**src/rtl/d16_dbus_arbiter.sv**
```systemverilog
// Shares the single synchronous data RAM port between the d16 core and a burst DMA requester.
// The core always wins; DMA beats fill the cycles where the core makes no data access.
module d16_dbus_arbiter #(
  parameter int STARVE_MAX = 255,
  parameter int CNT_W      = 16
) (
  input  logic        sys_clk,
  input  logic        sys_rst,
  input  logic        core_re,
  input  logic        core_we,
  input  logic [15:0] core_a,
  input  logic [15:0] core_do,
  output logic [15:0] core_di,
  input  logic        dma_req,
  input  logic        dma_we,
  input  logic [15:0] dma_a,
  input  logic [7:0]  dma_len,
  input  logic [15:0] dma_do,
  output logic        dma_ack,
  output logic        dma_rvalid,
  output logic [15:0] dma_di,
  output logic        dma_busy,
  output logic        dma_done,
  output logic        dma_starve,
  output logic [15:0] mem_a,
  output logic        mem_we,
  output logic [15:0] mem_do,
  input  logic [15:0] mem_di
);

  typedef enum logic {IDLE, BURST} state_t;

  localparam logic [CNT_W-1:0] STARVE_LIM = CNT_W'(STARVE_MAX);

  state_t           state_reg;
  logic [15:0]      base_reg;
  logic             dir_reg;
  logic [7:0]       remaining_reg;
  logic [7:0]       idx_reg;
  logic [CNT_W-1:0] starve_cnt_reg;
  logic [CNT_W-1:0] starve_cnt_next;
  logic             rvalid_reg;
  logic             done_reg;
  logic             starve_reg;

  logic             core_act;
  logic             beat;

  assign core_act = core_re | core_we;
  assign beat     = (state_reg == BURST) && !core_act;

  // A simultaneous read+write from the core falls out as a write because mem_we follows core_we.
  assign mem_a  = beat ? (base_reg + {8'h00, idx_reg}) : core_a;
  assign mem_we = beat ? dir_reg : core_we;
  assign mem_do = beat ? dma_do : core_do;

  assign core_di    = mem_di;
  assign dma_di     = mem_di;
  assign dma_ack    = beat;
  assign dma_busy   = (state_reg == BURST);
  assign dma_rvalid = rvalid_reg;
  assign dma_done   = done_reg;
  assign dma_starve = starve_reg;

  always_comb begin
    starve_cnt_next = '0;
    if (state_reg == BURST && core_act) begin
      starve_cnt_next = (starve_cnt_reg == STARVE_LIM) ? starve_cnt_reg
                                                       : starve_cnt_reg + CNT_W'(1);
    end
  end

  always_ff @(posedge sys_clk) begin
    if (sys_rst) begin
      state_reg      <= IDLE;
      base_reg       <= '0;
      dir_reg        <= 1'b0;
      remaining_reg  <= '0;
      idx_reg        <= '0;
      starve_cnt_reg <= '0;
      rvalid_reg     <= 1'b0;
      done_reg       <= 1'b0;
      starve_reg     <= 1'b0;
    end else begin
      rvalid_reg     <= beat && !dir_reg;
      done_reg       <= beat && (remaining_reg == 8'd0);
      starve_cnt_reg <= starve_cnt_next;
      starve_reg     <= (starve_cnt_next == STARVE_LIM);
      case (state_reg)
        IDLE: begin
          if (dma_req) begin
            base_reg      <= dma_a;
            dir_reg       <= dma_we;
            remaining_reg <= dma_len;
            idx_reg       <= 8'd0;
            state_reg     <= BURST;
          end
        end
        BURST: begin
          if (beat) begin
            idx_reg       <= idx_reg + 8'd1;
            remaining_reg <= remaining_reg - 8'd1;
            if (remaining_reg == 8'd0) begin
              state_reg <= IDLE;
            end
          end
        end
        default: state_reg <= IDLE;
      endcase
    end
  end

endmodule

```
**config.mk**
```make
export PLATFORM = sky130hd
export DESIGN_NAME = d16_dbus_arbiter
export DESIGN_NICKNAME = d
export VERILOG_FILES = /design/src/rtl/d16_dbus_arbiter.sv
export SDC_FILE = /design/constraint.sdc
export NUM_CORES = 1
export LEC_CHECK = 0
export ABC_CLOCK_PERIOD_IN_PS = 2800
export CORE_AREA = 2 2 100 102
export CTS_BUF_LIST = sky130_fd_sc_hd__clkbuf_16
export CTS_CLUSTER_DIAMETER = 40
export DETAILED_ROUTE_END_ITERATION = 6
export DIE_AREA = 0 0 102 104
export PLACE_DENSITY = 0.83
export SYNTH_ARGS = -nofsm -noshare
export SYNTH_HDL_FRONTEND = slang
export SYNTH_SLANG_ARGS = --single-unit
```
**constraint.sdc**
```tcl
create_clock -name sys_clk -period 2.8 [get_ports sys_clk]
set_input_delay 0.84 -clock sys_clk [delete_from_list [all_inputs] [get_ports sys_clk]]
set_output_delay 0.84 -clock sys_clk [all_outputs]
set_load 0.03 [all_outputs]
```
[Yosys cells after proc, flatten, opt, wreduce, memory -nomap -nowiden]
Index checks and enable logic that the tools add are counted.
Storage, ports and cells
  flip-flop bits (word level): 53
Cells by class
  $add $sub $neg: 4
  eq/ne operators: 4
  mux-type cells: 15
  bitwise logic cells: 2
  reductions and logical operators: 9
Operators by type and width (number)
  2-to-1 mux 16 bit: 4
  equality test 16 x 8 -> 1 bit (second input constant): 2
  2-to-1 mux 8 bit: 4
  case mux 8 bit (2 select lines): 2
  adder 16 x 1 -> 16 bit (second input constant): 1
  adder 16 x 8 -> 16 bit: 1
  adder 8 x 1 -> 8 bit (second input constant): 1
  logical NOT 8 bit: 1
  subtractor 8 x 1 -> 8 bit (second input constant): 1
  logical AND 1 bit: 4
  2-to-1 mux 1 bit: 4
  AND reduction 2 bit: 2
  logical NOT 1 bit: 2
  != test 2 x 1 -> 1 bit (second input constant): 1
  != test 2 bit (second input constant): 1
  case mux 1 bit (2 select lines): 1
  inverter 1 bit: 1
  bitwise OR 1 bit: 1

[Logic depth before layout (Yosys ltp)]
Gate-level depths: netlist (run 1).
  depth after elaboration: 5
  mapped depth: 8

[Least setup slack after synthesis (run 1)]
No wires, ideal clock.
  kind: reg-to-output
  start: register idx_reg[0]
  end: output port mem_a[10]
  arrival time: 2.506 ns
  required time: 1.960 ns
  setup slack: -0.546 ns
  cell stages (with the launch flop): 9
  path through: dfxtp_1 ha_1 fa_1 a21oi_1 nor2_1 o31ai_1 nor2_1 xnor2_1 o21ai_0
On the way
  word-level cells in the longest chain between the ends: 2
RTL lines
  start, declared: RTL line 39  | logic [7:0] idx_reg;
  start signal, assigned: RTL line 101  | idx_reg <= idx_reg + 8'd1;
  adder 16 x 8 -> 16 bit: RTL line 53  | assign mem_a = beat ? (base_reg + {8'h00, idx_reg}) : core_a;
  2-to-1 mux 16 bit: RTL line 53
  end, declared: RTL line 25  | output logic [15:0] mem_a,
Every way passes these cells.

[Final worst setup path (run 1)]
  start: register idx_reg[0]
  end: output port mem_a[12]
Same word-level chain as after synthesis.

==> run summary, run 1 <==
Summing all non-filler instances in the final layout gives an area of 5450 um2. For the standard cell core area, the log shows 9549 um2. The critical path goes through ha_4 > fa_2 > a21oi_2 > nor2_2 > o31ai_2 > buf_4 > nand3b_1 > xor2_1 > o21ai_2 > buf_6. Fraction of the core area covered by cells at the end of the flow: 0.5708. The share of the synthesized area in the top cell type was 0.2995; the number of vias in the routed layout was 3,797. CTS built an H-tree with a depth of 2. The tree is rooted in a sky130_fd_sc_hd__clkbuf_16. Among all flip-flop cells after synthesis, the most frequent one is sky130_fd_sc_hd__dfxtp_1. Routability-driven placement finished with a final weighted congestion of 0.9037. Before CTS, the worst setup slack after placement is -0.4657 ns. The tools report the initial antenna violation count as 0. In the final layout, the multi-input gates occupy 2370 um2. Registers take 1079 um2. The post-place instance area was 4713 um2. The endpoint identified for the worst register-to-register timing path is dma_starve. The run gives 0 as the final count of hold timing violations. The first detailed-routing pass ran for 5 iterations.

The floorplan step defined a die boundary enclosing 10,610 um2. The worst setup path is of the reg -> out kind. After detailed routing, the number of vias per cell comes to 5.230. The logs give 0.4720 ns for the tightest hold margin and 0.6444 for the worst slew margin relative to its limit.

IR analysis of the VDD net gives a maximum drop of 0.0002925 V. The run gives -0.3646 ns as the post-route worst setup slack. The maximum clock rate is 316.0 MHz. The most frequent cell after synthesis is sky130_fd_sc_hd__nand2_1. The final period utilization is 1.130. The run gives 3,713 as the number of global-route vias before repair. The cell class contributing the biggest share of worst-path delay is adder cells. The layout net count is 698, and the max-slew violation total from the final report is 0.

The tools report the proportion of synthesized chip area in sequential cells as 0.2995. The tools report the number of hold-repair buffers added at the cts stage as 0. The run gives 0 as the remaining global-route overflow. The average wire per cell in the routed design is 15.71 um, and the setup slack of the worst register-to-register path is 0.27 ns.

The run gives 598 as the total nets after synthesis. The tool flagged a number of max-cap violations equal to 0. The largest individual stage delay along the critical path comes from the cell sky130_fd_sc_hd__fa_2. The area growth from synthesis to layout was 53.87%.

Arrival time of data at the critical path endpoint: 2.32 ns. The checks that failed: negative setup slack. In this run the vertical extent of the chip is 104 um. The total power density per cell area was 380.9 nW/um2; the initial core utilization was 0.3709.

In the post-synthesis netlist, the biggest area contributors are sky130_fd_sc_hd__dfxtp_1 (30%), sky130_fd_sc_hd__nand2_1 (14%), sky130_fd_sc_hd__buf_4 (7.0%). In this run the core area contains 36 standard-cell rows. Synthesis produced 492 cells.

TritonCTS built the clock tree. The tools report the hold path endpoint as base_reg[7]. For the number of sinks handled by clock tree synthesis, the log shows 53. After detailed routing, the number of remaining DRC violations is 0. The die span in x is 102 um. The type of destination of the critical path is an output pin. For this run, the number of Yosys warnings is 0.

For the global-route wire length before repair, the log shows 17.72 mm. The number of buffers and inverters on the critical path is 2. In this run the cell area of the synthesized design comes to 3542 um2.

The required time at the worst-slack endpoint was 1.96 ns. The flow ran to the end, but the final reports show violations. Clock-pin slew was measured on the worst setup and hold paths at 0.07 ns.

The worst setup path is launched from a register. Setup repair after global routing could not meet its margin everywhere. For this design the top-level I/O count stands at 164. The run gives 0.2026 as the global-route total usage across every layer. Summed over all instances, the cell type with the most area after synthesis is sky130_fd_sc_hd__dfxtp_1. Yosys mapped a number of flops with a built-in enable equal to 0. Averaged over all synthesized cells, the footprint is 7.199 um2. Launch instance of the worst register-to-register path: starve_cnt_reg[0]. The number of clock buffers added by TritonCTS is 5. Of all nets on the critical path, the largest fanout is 4. The routed wire length was 11.41 mm; the worst reg-to-reg path cell count was 7. The number of antenna diodes in the final layout is 0.

The count of input and output buffers was 115. The detail route stage leaves a number of antenna-violating nets equal to 0. After filler insertion, the fill cell instance count of the layout stands at 791. The sum of negative setup slack is -2.166 ns, and the number of cells on the worst hold path is 2.

For the worst-skew pair, the clock arrives at the later sink with an insertion delay of 0.29 ns. The number of different library cells in the post-synthesis netlist is 54. The time the worst path needs with I/O delays and setup was 3.165 ns. By count the netlist is led by sky130_fd_sc_hd__nand2_1 (128), sky130_fd_sc_hd__dfxtp_1 (53), sky130_fd_sc_hd__nor2_1 (42). For this design the static power due to leakage is 2.163 nW. The delay contributed by the slowest stage of the critical path is 0.35 ns, and the deepest clock path buffer count is 2. The min-delay analysis places its worst path in the category reg -> reg. After legalization and detailed placement, the total HPWL measured 7.680 mm. Entering global routing, the biggest net connects 39 pins. The first-iteration detailed-routing DRC count is 217, and the share of cells above drive strength 1 is 0.2513. The proportion of synthesized flip-flops having asynchronous set or reset is 0, and the largest clock skew in the final design is 0.003409 ns. The hold path startpoint is base_reg[7]. The total setup violations reported at the end of the flow is 13, and the synthesis-stage register bit count is 53. The transition time at the pin with the least slew margin works out to 0.5314 ns.
==> cell usage in the layout (no fill, tap or decap), types with 7 or more instances in the layout <==
cell,n
sky130_fd_sc_hd__o21ai_2,9
sky130_fd_sc_hd__xnor2_1,14
sky130_fd_sc_hd__buf_6,24
sky130_fd_sc_hd__clkbuf_16,8
sky130_fd_sc_hd__nor2_1,40
sky130_fd_sc_hd__inv_1,7
sky130_fd_sc_hd__o21ai_0,11
sky130_fd_sc_hd__buf_4,33
sky130_fd_sc_hd__nand4_1,8
sky130_fd_sc_hd__nand2_2,12
sky130_fd_sc_hd__nand2_1,108
sky130_fd_sc_hd__nand3_1,18
sky130_fd_sc_hd__a21oi_1,34
sky130_fd_sc_hd__buf_12,9
sky130_fd_sc_hd__a31oi_1,7
sky130_fd_sc_hd__nand2_4,9
sky130_fd_sc_hd__clkdlybuf4s50_1,79
sky130_fd_sc_hd__xor2_1,11
sky130_fd_sc_hd__dfxtp_1,45
==> stage by stage <==
step / cells / power, mW
2_1_floorplan: 492 / 1.159
3_3_place_gp: 705 / 1.311
3_5_place_dp: 705 / 1.320
4_1_cts: 721 / 2.046
5_1_grt: 726 / 2.169
6_report: 726 / 2.076
==> power breakdown <==
part / leakage [nW] / internal [mW] / switching [mW]
clock: 0.0775 / 0.419 / 0.279
combinational: 1.65 / 0.286 / 0.278
sequential: 0.436 / 0.782 / 0.0320
total: 2.16 / 1.49 / 0.590
==> layout make-up <==
| class | instances | share of cell area |
|---|---|---|
| Multi-Input combinational cell | 373 | 0.4348 |
| Clock inverter | 3 | 0.007576 |
| Timing Repair Buffer | 151 | 0.2998 |
| Clock buffer | 5 | 0.02296 |
| Tap cell | 133 | 0.03053 |
| Inverter | 8 | 0.006428 |
| Sequential cell | 53 | 0.1979 |
==> worst max-delay path by stage <==
stage / startpoint / to / cells after the start
6_report: idx_reg[0] / mem_a[12] / 10
2_1_floorplan: core_re / mem_a[11] / 4
5_1_grt: idx_reg[0] / mem_a[12] / 10
4_1_cts: idx_reg[0] / mem_a[12] / 10
3_5_place_dp: core_re / mem_do[4] / 7
3_3_place_gp: core_re / mem_do[1] / 6
==> cell families (layout without fill, tap and decap cells) <==
family          count (synthesis)  count (layout)  synth area share
compound gates                 93              93            0.1526
xor+xnor                       26              26           0.06429
mux                             7               7           0.02119
buf+inv                        66             167            0.1109
fa+ha+maj                      12              12           0.04451
simple gates                  235             235            0.3070
flops                          53              53            0.2995
==> worst min-delay path, cell delays in order (launching register included) <==
cell                      delay, ns
sky130_fd_sc_hd__dfxtp_1       0.32
sky130_fd_sc_hd__nand2_1       0.05
sky130_fd_sc_hd__a21oi_1       0.06
==> metal layers <==
metal | vias to the layer above | GRT usage | wire, um | share of wire
met5 | - | 0 | 0 | 0
met4 | 0 | 0.06190 | 281 | 0.025
met3 | 32 | 0.03696 | 882 | 0.077
met2 | 150 | 0.3548 | 5810 | 0.51
met1 | 1772 | 0.2483 | 4435 | 0.39
li1 | 1843 | - | - | -
==> what timing repair did <==
item | CTS | global route
endpoints found under the setup margin | 34 | 19
setup buffers | 7 | 4
pin swaps | 14 | 18
cloned | 2 | 3
gates resized for setup | 65 | 37
Note: power is estimated with default switching activity, not from simulation.
==> inputs of run 2 (changes only) <==
--- a/config.mk
+++ b/config.mk
@@ -11,7 +11,7 @@
 export CTS_CLUSTER_DIAMETER = 40
 export DETAILED_ROUTE_END_ITERATION = 6
 export DIE_AREA = 0 0 102 104
-export PLACE_DENSITY = 0.83
+export PLACE_DENSITY = 0.81
 export SYNTH_ARGS = -nofsm -noshare
 export SYNTH_HDL_FRONTEND = slang
 export SYNTH_SLANG_ARGS = --single-unit
==> run 2 against run 1 <==
The flow still finishes with violations (negative setup slack). Sequential share of layout area decreased by 1.2 points. Largest power group unchanged. Clock power decreased by 12%. Power decreased by 1.3%. Critical endpoint is now mem_a[6]. Critical path depth unchanged. Clock skew increased by 0.0017 ns.
==> run summary, run 2 (same netlist as run 1, synthesis figures left out) <==
The fraction of the core area covered by cells at the end of the flow is 0.6035, and the remaining global-route overflow is 0. The flow ran to the end, but the final reports show violations. Class of the tightest hold or removal check: reg -> reg. Among the stages of the critical path, the cell type that occurs most often is sky130_fd_sc_hd__buf_4. The run gives 2.40 ns as the arrival time of data at the critical path endpoint.

The floorplan step defined a die boundary enclosing 10,610 um2. The tools report the type of origin of the critical path as a register. The global-route total usage across every layer is 0.2152, and the die extent in y is 104 um.

The global-route layer with the greatest usage is met2. The number of sinks handled by clock tree synthesis was 53; the max-slew violation total from the final report was 0. The tools report the multi-input gate area in the final layout as 2526 um2. For the weighted congestion at the end of routability-driven global placement, the log shows 0.8920. In this run the horizontal extent of the chip is 102 um. For this design the ratio of total power to cell area is 355.5 nW/um2. The global-route met1 utilization is 0.2393, and the number of diodes added for antenna fixing is 0. The sequential cell area came out at 1074 um2.

TritonCTS built the clock tree. The run gives 0 as the number of max-cap violations. The run gives 0 as the remaining design rule violation count. The worst path needs 3.236 ns of the cycle, external delays included.

The final period utilization is 1.156, and the area growth from synthesis to layout is 62.70%. The final count of hold timing violations was 0; the worst slew margin relative to its limit was 0.6284. The tools report the type of destination of the critical path as an output pin.

Buffers inserted during clock tree synthesis total 5. Leaving out fill and tap cells, the most frequent cell in the layout is sky130_fd_sc_hd__nand2_1. The clock passes through at most 2 buffers.

Walking the worst path, the cells encountered are ha_4 > fa_2 > a21oi_2 > nor2_2 > buf_4 > buf_4 > nor3_2 > xor2_1 > o21ai_1 > buf_4. The run gives 2.049 mW as the power after layout. The root cell of the clock tree is sky130_fd_sc_hd__clkbuf_16.

After clock tree synthesis, the clock-pin slew on the worst setup and hold paths is 0.07 ns. The logs give 3,839 for the number of global-route vias before repair and 0.0002533 V for the maximum vdd ir drop. The run gives 0 as the number of hold-repair buffers added at the cts stage. The checks that failed: negative setup slack.

For the initial core utilization, the log shows 0.3709. The initial antenna violation count is 0. At the placement stage, the worst setup path has a slack of -0.3995 ns. The share of cells above drive strength 1 came out at 0.3180. At the pin with the least slew margin, the transition time is 0.5553 ns. On the worst path, the slowest cell contributes a delay of 0.35 ns.

The clock tree synthesis step divided the H-tree into 2 levels. Pin placement for this block handled 164 I/O pins. The count of input and output buffers is 115, and the insertion delay to the later sink of the worst-skew pair is 0.29 ns. Derived from the worst setup path, the maximum achievable clock frequency is 309.0 MHz. The run gives -0.4361 ns as the post-route worst setup slack.

The routed design has 12.05 mm of wire. For this run, the post-layout net count is 712. In the layout the commonest cells are sky130_fd_sc_hd__nand2_1 (82), sky130_fd_sc_hd__clkdlybuf4s50_1 (79), sky130_fd_sc_hd__dfxtp_1 (47), sky130_fd_sc_hd__buf_4 (40), sky130_fd_sc_hd__nor2_1 (39). Setup repair after global routing could not meet its margin everywhere. The number of fillers in the final layout is 794.

The first-iteration detailed-routing DRC count came out at 160. The first global-routing pass estimated 18.36 mm of wire. The number of nets with antenna violations after detailed routing is 0. The run gives 2.254 nW as the static leakage. The slowest stage of the critical path belongs to the cell sky130_fd_sc_hd__fa_2. Clock skew on the completed layout was measured at 0.005151 ns.

Detailed placement finished with a half-perimeter wire length of 7.911 mm. The run gives 1.96 ns as the required time at the worst-slack endpoint. For the maximum number of pins on one net before global-route repair, the log shows 39. In the final routed layout, each cell accounts on average for 16.29 um.

Summing over every cut layer, the via total after detailed routing is 3,826. The count of TritonRoute iterations in the first routing pass is 6, and the standard cell core area is 9549 um2. The tools report the global-route met3 utilization as 0.04234. The type of the worst setup path is reg -> out.

The worst-path maximum fanout was 2; the global-route track usage on met2 was 0.3839. The initialized floorplan defines 36 standard-cell rows. Setup violations remaining at the end of the flow were counted as 28.

In the routed layout, each cell is associated on average with a via count of 5.170.
-- run 2: final timing paths --
path	start	slack (ns)	cells after the start	endpoint
setup / recovery	base_reg[0]	-0.44	10	mem_a[6]
hold / removal	base_reg[5]	0.46	2	base_reg[5]
setup reg to reg	starve_cnt_reg[0]	0.38	7	dma_starve
hold reg to reg	base_reg[5]	0.46	2	base_reg[5]
-- run 2: what timing repair did --
action | CTS | global route
endpoints found under the hold margin | 0 | 0
pin swaps | 36 | 19
endpoints found under the setup margin | 35 | 34
setup buffers | 14 | 8
resized for setup | 115 | 42
gates cloned | 8 | 0
-- run 2: stage by stage --
step                      cells  hold slack [ns]  instance area, um2  TNS [ns]
final                       740           0.4641                5763    -3.596
after global routing        740           0.4834                5763    -4.964
after CTS                   739           0.4636                5677    -3.450
after detailed placement    710           0.4525                4801    -13.27
after global placement      710           0.4511                4801    -12.24
after floorplan             492           0.4254                3601    -1.014
-- run 2: worst max-delay path, delay by kind of cell, from the launching register on --
family                     cells  cell delay (ns)
buffers and inverters          3             0.43
DFF                            1             0.34
xor gates and xnor gates       1             0.24
adders and majority gates      2             0.51
and+or+nand+nor                2             0.31
AOI/OAI and AO/OA              2             0.28
-- run 2: cell type report --
| type | instances | share of cell area |
|---|---|---|
| multi-input cells | 373 | 0.4383 |
| repair buffers | 165 | 0.3148 |
| flip-flops and latches | 53 | 0.1863 |
| well taps | 133 | 0.02888 |
| clock buffers | 5 | 0.02171 |
| inverters | 8 | 0.006079 |
| clock inverters | 3 | 0.003908 |
-- run 2: where the power goes --
part	switching [mW]	total (mW)	internal (mW)
Sequential	0.0311	0.814	0.783
Combinational	0.302	0.619	0.317
Clock	0.283	0.616	0.333
Total	0.616	2.05	1.43
-- run 2: routing by layer --
| layer | vias to the layer above | part of all wire |
|---|---|---|
| met3 | 37 | 0.067 |
| li1 | 1873 | - |
| met5 | - | 0 |
| met1 | 1779 | 0.38 |
| met4 | 0 | 0.031 |
| met2 | 137 | 0.52 |
==> inputs of run 3 (changes only) <==
--- a/config.mk
+++ b/config.mk
@@ -12,6 +12,7 @@
 export DETAILED_ROUTE_END_ITERATION = 6
 export DIE_AREA = 0 0 102 104
 export PLACE_DENSITY = 0.81
+export SLEW_MARGIN = 20
 export SYNTH_ARGS = -nofsm -noshare
 export SYNTH_HDL_FRONTEND = slang
 export SYNTH_SLANG_ARGS = --single-unit
==> results of run 3 <==
The final DEF is identical to that of run 2; final timing and power are the same.
